==> config.mk <==
export PLATFORM = sky130hd
export DESIGN_NAME = uart_tx_engine
export DESIGN_NICKNAME = d
export VERILOG_FILES = /design/src/rtl/uart_tx_engine.sv
export SDC_FILE = /design/constraint.sdc
export NUM_CORES = 1
export LEC_CHECK = 0
export ABC_AREA = 0
export CAP_MARGIN = 20
export CORE_MARGIN = 2
export CORE_UTILIZATION = 61
export CTS_CLUSTER_DIAMETER = 80
export DETAILED_ROUTE_END_ITERATION = 16
export PLACE_DENSITY = 0.84
export SYNTH_ARGS = -nofsm -noshare
export SYNTH_HDL_FRONTEND = slang
export SYNTH_SLANG_ARGS = --single-unit
==> constraint.sdc <==
create_clock -name clock -period 11 [get_ports clock]
set_input_delay 3.3 -clock clock [delete_from_list [all_inputs] [get_ports clock]]
set_output_delay 3.3 -clock clock [all_outputs]
set_load 0.05 [all_outputs]
==> src/rtl/uart_tx_engine.sv <==
// uart_tx_engine
//   Transmit half of the UART peripheral. Bytes pushed from the register decode
//   are buffered in a FIFO and serialised onto uart_TX as 8N1 frames, with a
//   programmable bit period.
//
// Ports
//   clock     single clock for all logic
//   resetn    asynchronous active-low reset
//   wr_valid  byte push request
//   wr_data   byte to transmit
//   wr_ready  FIFO can accept a byte
//   clk_div   bit period in clock cycles (0 behaves as 1), sampled at frame start
//   irq_en    enables tx_irq
//   tx_level  bytes currently held in the FIFO (0..FIFO_DEPTH)
//   tx_busy   serialiser is not idle
//   tx_irq    drain interrupt (level, registered)
//   uart_TX   serial line, idle high, driven from a register
//
// Serialiser states
//   state   | meaning
//   S_IDLE  | line high, waiting for a byte in the FIFO
//   S_START | start bit (low) for one bit period
//   S_DATA  | eight data bits, LSB first, one bit period each
//   S_STOP  | stop bit (high); chains straight into S_START if more bytes wait

module uart_tx_engine #(
  parameter int FIFO_DEPTH = 16,
  parameter int DIV_WIDTH  = 16
) (
  input  logic                          clock,
  input  logic                          resetn,
  input  logic                          wr_valid,
  input  logic [7:0]                    wr_data,
  output logic                          wr_ready,
  input  logic [DIV_WIDTH-1:0]          clk_div,
  input  logic                          irq_en,
  output logic [$clog2(FIFO_DEPTH):0]   tx_level,
  output logic                          tx_busy,
  output logic                          tx_irq,
  output logic                          uart_TX
);

  localparam int AW = $clog2(FIFO_DEPTH);
  localparam logic [AW:0]          LEVEL_FULL = (AW+1)'(FIFO_DEPTH);
  localparam logic [AW:0]          LEVEL_ONE  = (AW+1)'(1);
  localparam logic [AW-1:0]        PTR_ONE    = AW'(1);
  localparam logic [DIV_WIDTH-1:0] DIV_ONE    = DIV_WIDTH'(1);

  typedef enum logic [1:0] {
    S_IDLE  = 2'd0,
    S_START = 2'd1,
    S_DATA  = 2'd2,
    S_STOP  = 2'd3
  } state_t;

  // ---------------------------------------------------------------- FIFO
  logic [7:0]    mem [FIFO_DEPTH];
  logic [AW-1:0] wr_ptr;
  logic [AW-1:0] rd_ptr;
  logic [AW:0]   count;
  logic          push;
  logic          pop;
  logic          fifo_empty;
  logic [7:0]    fifo_head;

  assign wr_ready   = (count != LEVEL_FULL);
  assign push       = wr_valid && wr_ready;
  assign fifo_empty = (count == '0);
  assign fifo_head  = mem[rd_ptr];
  assign tx_level   = count;

  // Storage has no reset: contents are meaningless once the pointers clear.
  always_ff @(posedge clock) begin
    if (push) begin
      mem[wr_ptr] <= wr_data;
    end
  end

  always_ff @(posedge clock or negedge resetn) begin
    if (!resetn) begin
      wr_ptr <= '0;
      rd_ptr <= '0;
      count  <= '0;
    end else begin
      if (push) wr_ptr <= wr_ptr + PTR_ONE;
      if (pop)  rd_ptr <= rd_ptr + PTR_ONE;
      case ({push, pop})
        2'b10:   count <= count + LEVEL_ONE;
        2'b01:   count <= count - LEVEL_ONE;
        default: count <= count;
      endcase
    end
  end

  // ---------------------------------------------------------- serialiser
  state_t               state;
  state_t               state_next;
  logic                 load;
  logic [DIV_WIDTH-1:0] period;
  logic [DIV_WIDTH-1:0] cnt;
  logic [2:0]           bit_cnt;
  logic [7:0]           shift;
  logic                 tc;
  logic                 tx_line_next;
  logic                 irq_next;
  logic [2:0]           bit_idx_next;
  logic [DIV_WIDTH-1:0] div_eff;

  assign div_eff = (clk_div == '0) ? DIV_ONE : clk_div;
  assign tc      = (cnt == period - DIV_ONE);
  assign tx_busy = (state != S_IDLE);

  // State register plus the registered outputs.
  always_ff @(posedge clock or negedge resetn) begin
    if (!resetn) begin
      state   <= S_IDLE;
      uart_TX <= 1'b1;
      tx_irq  <= 1'b0;
    end else begin
      state   <= state_next;
      uart_TX <= tx_line_next;
      tx_irq  <= irq_next;
    end
  end

  // Next-state logic; pop and load happen together whenever a frame begins.
  always_comb begin
    state_next = state;
    pop        = 1'b0;
    load       = 1'b0;
    case (state)
      S_IDLE: begin
        if (!fifo_empty) begin
          pop        = 1'b1;
          load       = 1'b1;
          state_next = S_START;
        end
      end
      S_START: begin
        if (tc) state_next = S_DATA;
      end
      S_DATA: begin
        if (tc && (bit_cnt == 3'd7)) state_next = S_STOP;
      end
      S_STOP: begin
        if (tc) begin
          if (!fifo_empty) begin
            pop        = 1'b1;
            load       = 1'b1;
            state_next = S_START;
          end else begin
            state_next = S_IDLE;
          end
        end
      end
      default: state_next = S_IDLE;
    endcase
  end

  // Output logic: the line value for the coming cycle is computed from the
  // next state so that uart_TX can be a plain register.
  always_comb begin
    bit_idx_next = 3'd0;
    if (state == S_DATA) begin
      bit_idx_next = tc ? (bit_cnt + 3'd1) : bit_cnt;
    end
    case (state_next)
      S_START: tx_line_next = 1'b0;
      S_DATA:  tx_line_next = shift[bit_idx_next];
      default: tx_line_next = 1'b1;
    endcase
    irq_next = irq_en && fifo_empty && (state == S_IDLE);
  end

  // Bit-period timer and data path. The period is captured only at frame
  // start, so a clk_div change never disturbs a frame already on the line.
  always_ff @(posedge clock or negedge resetn) begin
    if (!resetn) begin
      period  <= '0;
      cnt     <= '0;
      bit_cnt <= '0;
      shift   <= '0;
    end else if (load) begin
      shift   <= fifo_head;
      period  <= div_eff;
      cnt     <= '0;
      bit_cnt <= '0;
    end else if (state != S_IDLE) begin
      if (tc) begin
        cnt <= '0;
        if (state == S_DATA) bit_cnt <= bit_cnt + 3'd1;
      end else begin
        cnt <= cnt + DIV_ONE;
      end
    end
  end

endmodule

==> metrics.md, run 1 <==
| Metric | Value |
|---|---|
| Synthesized net count | 666 |
| Initial antenna violation count | 0 |
| Most used cell, CP | inv_1 |
| CP max stage cell | clkdlybuf4s50_1 |
| Vias in the first global route | 5526 |
| Sequential share of power | 40.1% |
| Syn_area_per_cell | 13.85 um2 |
| Synth cell count leaders | edfxtp_1, dfrtp_1, nor2_1 |
| Synth Register Bits | 188 |
| Critical Path RT | 7.70 ns |
| Yosys warns | 0 |
| Initial drt markers | 555 |
| Worst-path fanout max | 6 |
| Die boundary height | 122.6 um |
| Std-Cell Rows | 43 |
| Setup violators final | 0 |
| Reg clk slew, reported paths | 0.07 ns |
| DRT Pass-1 Iters | 7 |
| Vias | 5388 |
| Post-route antenna net violation count | 0 |
| Full die area | 15040 um2 |
| Slew Viols, Final | 0 |
| RSZ-0062 raised after global routing | no |
| Crit end category | output port |
| Sequential cell area | 5348 um2 |
| Layout cell share with drive strength beyond 1 | 13.64% |
| CTS tree | built |
| CTS Hold Bufs | 0 |
| Core Area | 13830 um2 |
| Worst setup SP type | flop |
| Post-DP HPWL | 12060 um |
| Post-CTS setup buffer count | 0 |
| Lkg Pwr | 3.580 nW |
| Post-synth top area cell | edfxtp_1 |
| Root buf cell | clkbuf_16 |
| Cell variety after synth | 60 |
| IO buf count | 36 |
| Fin Setup TNS | 0 ns |
| Initial Util | 62.09% |
| Power Dens Cells | 261.9 nW/um2 |
| NetSw | 0.9285 mW |
| Pre-CTS setup slack | 5.160 ns |
| Global-route wire length before repair | 28990 um |
| Count leader, synth | edfxtp_1 |
| Slowest stage delay, CP | 0.83 ns |
| Remaining DRCs | 0 |
| Grt total ovfl | 0 |
| Ys async rst share | 31.91% |
| Filler cell count | 843 |
| IO Pins | 37 |
| Clock Skews | 0.01249 ns |
| Share of the synthesized area in the top cell type | 44.77% |
| Largest net degree at the start of global routing | 61 |
| Sw Ratio | 36.38% |
| Clk pwr share | 24.9% |
| Final worst-path cycle share | 50.06% |
| Top post-synthesis cells by area | edfxtp_1, dfrtp_1, mux4_2 |
| EDFF count, synth | 128 |
| Worst setup margin | 5.493 ns |
| NumNets Final | 700 |
| # clock sinks | 188 |
| Drt wl/cell | 21.54 um |
| All-Layer GR Usage | 26.13% |
| Worst slew margin | 29.02% |
| Worst-case vdd ir drop | 0.1828 mV |
| Mapped cell area | 8586 um2 |
| Max Root-Sink Buffers | 2 |
| Status | finished, final reports clean |
| Clk Latency, worst-skew pair | 0.44 ns |
| Routed vias/inst | 6.361 |
| Comb pwr share | 35.0% |
| Die Wd | 122.6 um |
| Crit-path cells | inv_1, ha_1, inv_1, clkdlybuf4s50_1 |
| F_max | 181.6 MHz |
| Post-Synthesis Cells | 620 |
| CTS buffer count | 17 |
| ANT cells | 0 |
| Least-Margin Pin Slew | 1.057 ns |
| Placer Congestion | 0.9690 |
| Crit path arrival time | 2.21 ns |
| Register area share after synthesis | 62.27% |
| Main synth FF type | edfxtp_1 |
| CTS resizes | 0 |
| Final hold violation count | 0 |
| Area of the multi-input gates | 3058 um2 |
| H-tree levels | 4 |
| Worst min path class | reg -> reg |
| P_int | 1.624 mW |
| Kind of critical path | reg -> out |
| Max-cap violations | 0 |
| Tmin final | 5.507 ns |
| DRT Wirelength | 18240 um |
| Layout area overhead | 13.51% |
-- metal layers --
metal  wire length [um]  track usage (%)
met5                  0                0
met1               7047            31.78
met3               1082            5.669
met4                527            11.57
met2               9586            45.00
-- critical path: cells and delay by family, from the launching register on --
family,cells,cell delay [ns]
flip-flops,1,0.40
adder cells (fa/ha/maj),1,0.28
buffers and inverters,3,1.09
-- cell usage in the layout, fill, tap and decap left out, types with 3 or more instances in the layout --
cell / count
edfxtp_1: 128
dfrtp_1: 58
nor2_1: 50
nand2_1: 40
clkdlybuf4s50_1: 35
mux4_2: 24
mux2i_1: 23
o21ai_0: 23
xnor2_1: 22
a21oi_1: 18
inv_1: 18
ha_1: 18
clkbuf_16: 17
xor2_1: 16
mux2_2: 16
nor3_1: 13
and3_1: 12
nand3_1: 11
a221oi_1: 10
a21o_1: 9
nand2b_1: 8
a222oi_1: 8
nor4_1: 6
nor2b_1: 6
inv_8: 6
or3_1: 4
o31ai_1: 4
buf_4: 4
nand4_1: 3
o22ai_1: 3
clkinv_4: 3
buf_2: 3
-- power by group through the flow --
| stage | registers, mW | clock network [mW] | logic [mW] |
|---|---|---|---|
| after floorplan | 1.02 | 0 | 0.632 |
| after global placement | 1.04 | 0 | 0.814 |
| after detailed placement | 1.03 | 0 | 0.881 |
| after CTS | 1.02 | 0.643 | 0.890 |
| after global routing | 1.04 | 0.670 | 0.963 |
| final | 1.02 | 0.635 | 0.894 |
-- worst paths after layout --
path | slack (ns) | cells after the start | from | end
worst max-delay path | 5.49 | 4 | state[0] | tx_busy
worst min-delay path | 0.52 | 1 | rd_ptr[3] | rd_ptr[3]
worst max register to register | 6.19 | 19 | period[0] | tx_level[4]
worst min register to register | 0.52 | 1 | rd_ptr[3] | rd_ptr[3]
max in group asynchronous | 7.40 | 2 | resetn | rd_ptr[0]
min in group asynchronous | 3.04 | 2 | resetn | cnt[1]
-- cell families after synthesis --
family	count (synthesis)	synth area share, %
AOI/OAI and AO/OA	92	7.491
xor gates and xnor gates	38	3.876
adders and majority gates	18	2.623
buffers and inverters	47	2.259
DFF	188	62.27
muxes	64	11.25
and+or+nand+nor	173	10.23
-- state kept, by name (all words and copies together), names as in the netlist --
name      cells
period       16
bit_cnt       3
cnt          16
wr_ptr        4
rd_ptr        4
mem         128
uart_TX       1
state         2
tx_irq        1
tx_level      5
shift         8
-- through the flow --
| step | power (mW) | std cells | instance area, um2 | utilization [%] | hold WS (ns) |
|---|---|---|---|---|---|
| after global placement | 1.849 | 811 | 9084 | 65.70 | 0.4877 |
| after CTS | 2.554 | 844 | 9728 | 70.36 | 0.5132 |
| after floorplan | 1.650 | 620 | 8586 | - | 0.4678 |
| after detailed placement | 1.913 | 812 | 9111 | 65.89 | 0.5071 |
| final | 2.552 | 847 | 9746 | 70.48 | 0.5187 |
| after global routing | 2.672 | 847 | 9746 | 70.48 | 0.5482 |
-- cell type report --
| type | instances | area share (%) |
|---|---|---|
| flip-flops and latches | 188 | 54.87 |
| inverters | 18 | 0.6933 |
| clock inverters | 14 | 1.926 |
| clock buffers | 18 | 4.404 |
| multi-input cells | 385 | 31.38 |
| well taps | 180 | 2.311 |
| repair buffers | 44 | 4.416 |
Note: power is estimated with default switching activity, not from simulation.
==> run 2: changes to the inputs <==
- CORE_UTILIZATION: 61 -> 55
- PLACE_DENSITY: 0.84 -> 0.8
- clock period: 11 -> 4.7 ns (I/O delays scaled with it)
==> metrics.md, run 2 (synthesis results as in run 1) <==
| Metric | Value |
|---|---|
| R2r worst-path depth | 16 (was 19) |
| Hold EP | rd_ptr[3] (unchanged) |
| Root buf cell | clkbuf_16 (unchanged) |
| Commonest non-fill, non-tap cells in the layout | edfxtp_1, dfrtp_1, nor2_1 (unchanged) |
| Most common cell after layout, fill and taps aside | edfxtp_1 (unchanged) |
| RSZ-0062 raised after global routing | no (unchanged) |
| Tmin final | 4.347 ns |
| Comb pwr share | 33.8% (was 35.0%) |
| F_max | 230.0 MHz |
| Layout cell share with drive strength beyond 1 | 14.67% (was 13.64%) |
| Sw Ratio | 37.30% (was 36.38%) |
| Sequential cell area | 5348 um2 (unchanged) |
| Largest net degree at the start of global routing | 46 (was 61) |
| Full die area | 16630 um2 (was 15040 um2) |
| Worst hold slack | 0.5252 ns (was 0.5187 ns) |
| Reg clk slew, reported paths | 0.07 ns (about the same) |
| Status | finished, final reports clean (unchanged) |
| Fin Setup TNS | 0 ns (unchanged) |
| IO buf count | 36 (unchanged) |
| Max Root-Sink Buffers | 2 (unchanged) |
| Vias | 5319 (was 5388) |
| Met2 Resource Use GR | 39.37% (was 45.00%) |
| Die Wd | 128.9 um (was 122.6 um) |
| Global-route wire length before repair | 28100 um (was 28990 um) |
| Clk pwr share | 25.0% (was 24.9%) |
| GR Util met3 | 6.195% (was 5.669%) |
| Max reg flops | 128 (unchanged) |
| Critical Path RT | 5.07 ns (was 7.70 ns) |
| Routed vias/inst | 6.214 (was 6.361) |
| Final worst-path cycle share | 92.50% |
| Die boundary height | 128.9 um (was 122.6 um) |
| Hold path cells | 1 (unchanged) |
| CTS Hold Bufs | 0 (unchanged) |
| Worst-case vdd ir drop | 0.4292 mV (was 0.1828 mV) |
| Vias in the first global route | 5276 (was 5526) |
| Initial antenna violation count | 0 (unchanged) |
| Initial drt markers | 418 (was 555) |
| Core Area | 15200 um2 (was 13830 um2) |
| Worst setup SP type | flop (unchanged) |
| Worst R2R Setup Slack | 0.35 ns (was 6.19 ns) |
| CTS buffer count | 17 (unchanged) |
| Layout area overhead | 13.77% (was 13.51%) |
| Clk Latency, worst-skew pair | 0.45 ns (was 0.44 ns) |
| Lkg Pwr | 3.572 nW (was 3.580 nW) |
| Design Area, Final | 9768 um2 (was 9746 um2) |
| Worst setup margin | 0.3525 ns (was 5.493 ns) |
| Busiest grt layer | met2 (unchanged) |
| ANT cells | 0 (unchanged) |
| Final hold violation count | 0 (unchanged) |
| Max-cap violations | 0 (unchanged) |
| Post-DP HPWL | 11820 um (was 12060 um) |
| P_int | 3.709 mW (was 1.624 mW) |
| Least-Margin Pin Slew | 0.9637 ns (was 1.057 ns) |
| Filler cell count | 1080 (was 843) |
| Drt wl/cell | 20.98 um (was 21.54 um) |
| DRT Pass-1 Iters | 6 (was 7) |
| Kind of critical path | reg -> reg (was reg -> out) |
| Pre-CTS setup slack | 0.3666 ns (was 5.160 ns) |
| Grt total ovfl | 0 (unchanged) |
| Layout Cells excl Fill | 856 (was 847) |
| Reg2Reg Capture Point | tx_level[4] (unchanged) |
| Post-route antenna net violation count | 0 (unchanged) |
| Reg2reg start | period[0] (unchanged) |
| H-tree levels | 4 (unchanged) |
| Placer Congestion | 0.8677 (was 0.9690) |
| Power Dens Cells | 605.6 nW/um2 (was 261.9 nW/um2) |
| Crit path arrival time | 4.71 ns (was 2.21 ns) |
| NumNets Final | 701 (was 700) |
| IO Pins | 37 (unchanged) |
| # clock sinks | 188 (unchanged) |
| Std-Cell Rows | 45 (was 43) |
| GR Util met1 | 28.01% (was 31.78%) |
| Sequential share of power | 41.2% (was 40.1%) |
| Post-CTS setup buffer count | 0 (unchanged) |
| CTS resizes | 0 (unchanged) |
| Remaining DRCs | 0 (unchanged) |
| Setup violators final | 0 (unchanged) |
| Clock Skews | 0.01387 ns (was 0.01249 ns) |
| CTS tree | built (unchanged) |
| Area of the multi-input gates | 3073 um2 (was 3058 um2) |
| Largest regs | mem (128), cnt (16), period (16) (unchanged) |
| All-Layer GR Usage | 22.84% (was 26.13%) |
| Placed inst area | 9146 um2 (was 9111 um2) |
| Hold Crit Start | rd_ptr[3] (unchanged) |
| Worst min path class | reg -> reg (unchanged) |
| Dpl cells | 824 (was 812) |
| Largest reg by FF count | mem (unchanged) |
| Slew Viols, Final | 0 (unchanged) |
| Worst slew margin | 35.75% (was 29.02%) |
| NetSw | 2.206 mW (was 0.9285 mW) |
| Crit end category | flop (was output port) |
| Worst-path fanout max | 45 (was 6) |
| Initial Util | 56.48% (was 62.09%) |
| DRT Wirelength | 17960 um (was 18240 um) |
[run 2: worst max-delay path by stage]
stage | slack [ns] | start | cells past startpoint | endpoint
5_1_grt | 0.08 | period[0] | 16 | tx_level[4]
3_5_place_dp | 0.37 | period[0] | 16 | tx_level[4]
2_1_floorplan | 0.004 | period[0] | 22 | tx_level[4]
6_report | 0.35 | period[0] | 16 | tx_level[4]
4_1_cts | 0.34 | period[0] | 16 | tx_level[4]
3_3_place_gp | 0.45 | period[0] | 16 | tx_level[4]
[run 2: power groups by stage]
| stage | Combinational, mW | Clock, mW | Sequential [mW] |
|---|---|---|---|
| floorplan | 1.50 | 0 | 2.38 |
| global placement | 1.91 | 0 | 2.45 |
| detailed placement | 1.97 | 0 | 2.47 |
| CTS | 2.00 | 1.50 | 2.44 |
| global route | 2.16 | 1.56 | 2.49 |
| finish | 2.00 | 1.48 | 2.44 |
[run 2: per-layer routing]
| metal | routed length [um] | up-vias |
|---|---|---|
| met5 | 0 | - |
| met4 | 297 | 0 |
| met3 | 1084 | 20 |
| met2 | 9431 | 192 |
| met1 | 7144 | 2680 |
| li1 | - | 2427 |
[run 2: metrics by stage]
stage | total power, mW | util, %
after global routing | 6.208 | 64.26
final | 5.916 | 64.26
after floorplan | 3.886 | -
after CTS | 5.937 | 64.26
after detailed placement | 4.436 | 60.16
after global placement | 4.353 | 60.16
[run 2: cell type report]
type | instances | share of cell area (%)
Clock inverter | 15 | 2.011
Sequential cell | 188 | 54.75
Timing Repair Buffer | 45 | 4.329
Clock buffer | 17 | 4.355
Tap cell | 188 | 2.408
Multi-Input combinational cell | 385 | 31.46
Inverter | 18 | 0.6917
[run 2: critical path: stages, from the launching register on]
cell and delay, ns:
dfrtp_1 0.44, inv_1 0.08, ha_2 0.22, or4b_4 0.52, or3_4 0.42, or3_1 0.37, a2111oi_4 0.43, a21oi_2 0.13
nor3_4 0.22, buf_4 0.46, ha_1 0.31, a21oi_1 0.06, a21oi_1 0.12, a21oi_1 0.09, xor2_1 0.14, nor2_1 0.11
xor2_1 0.15
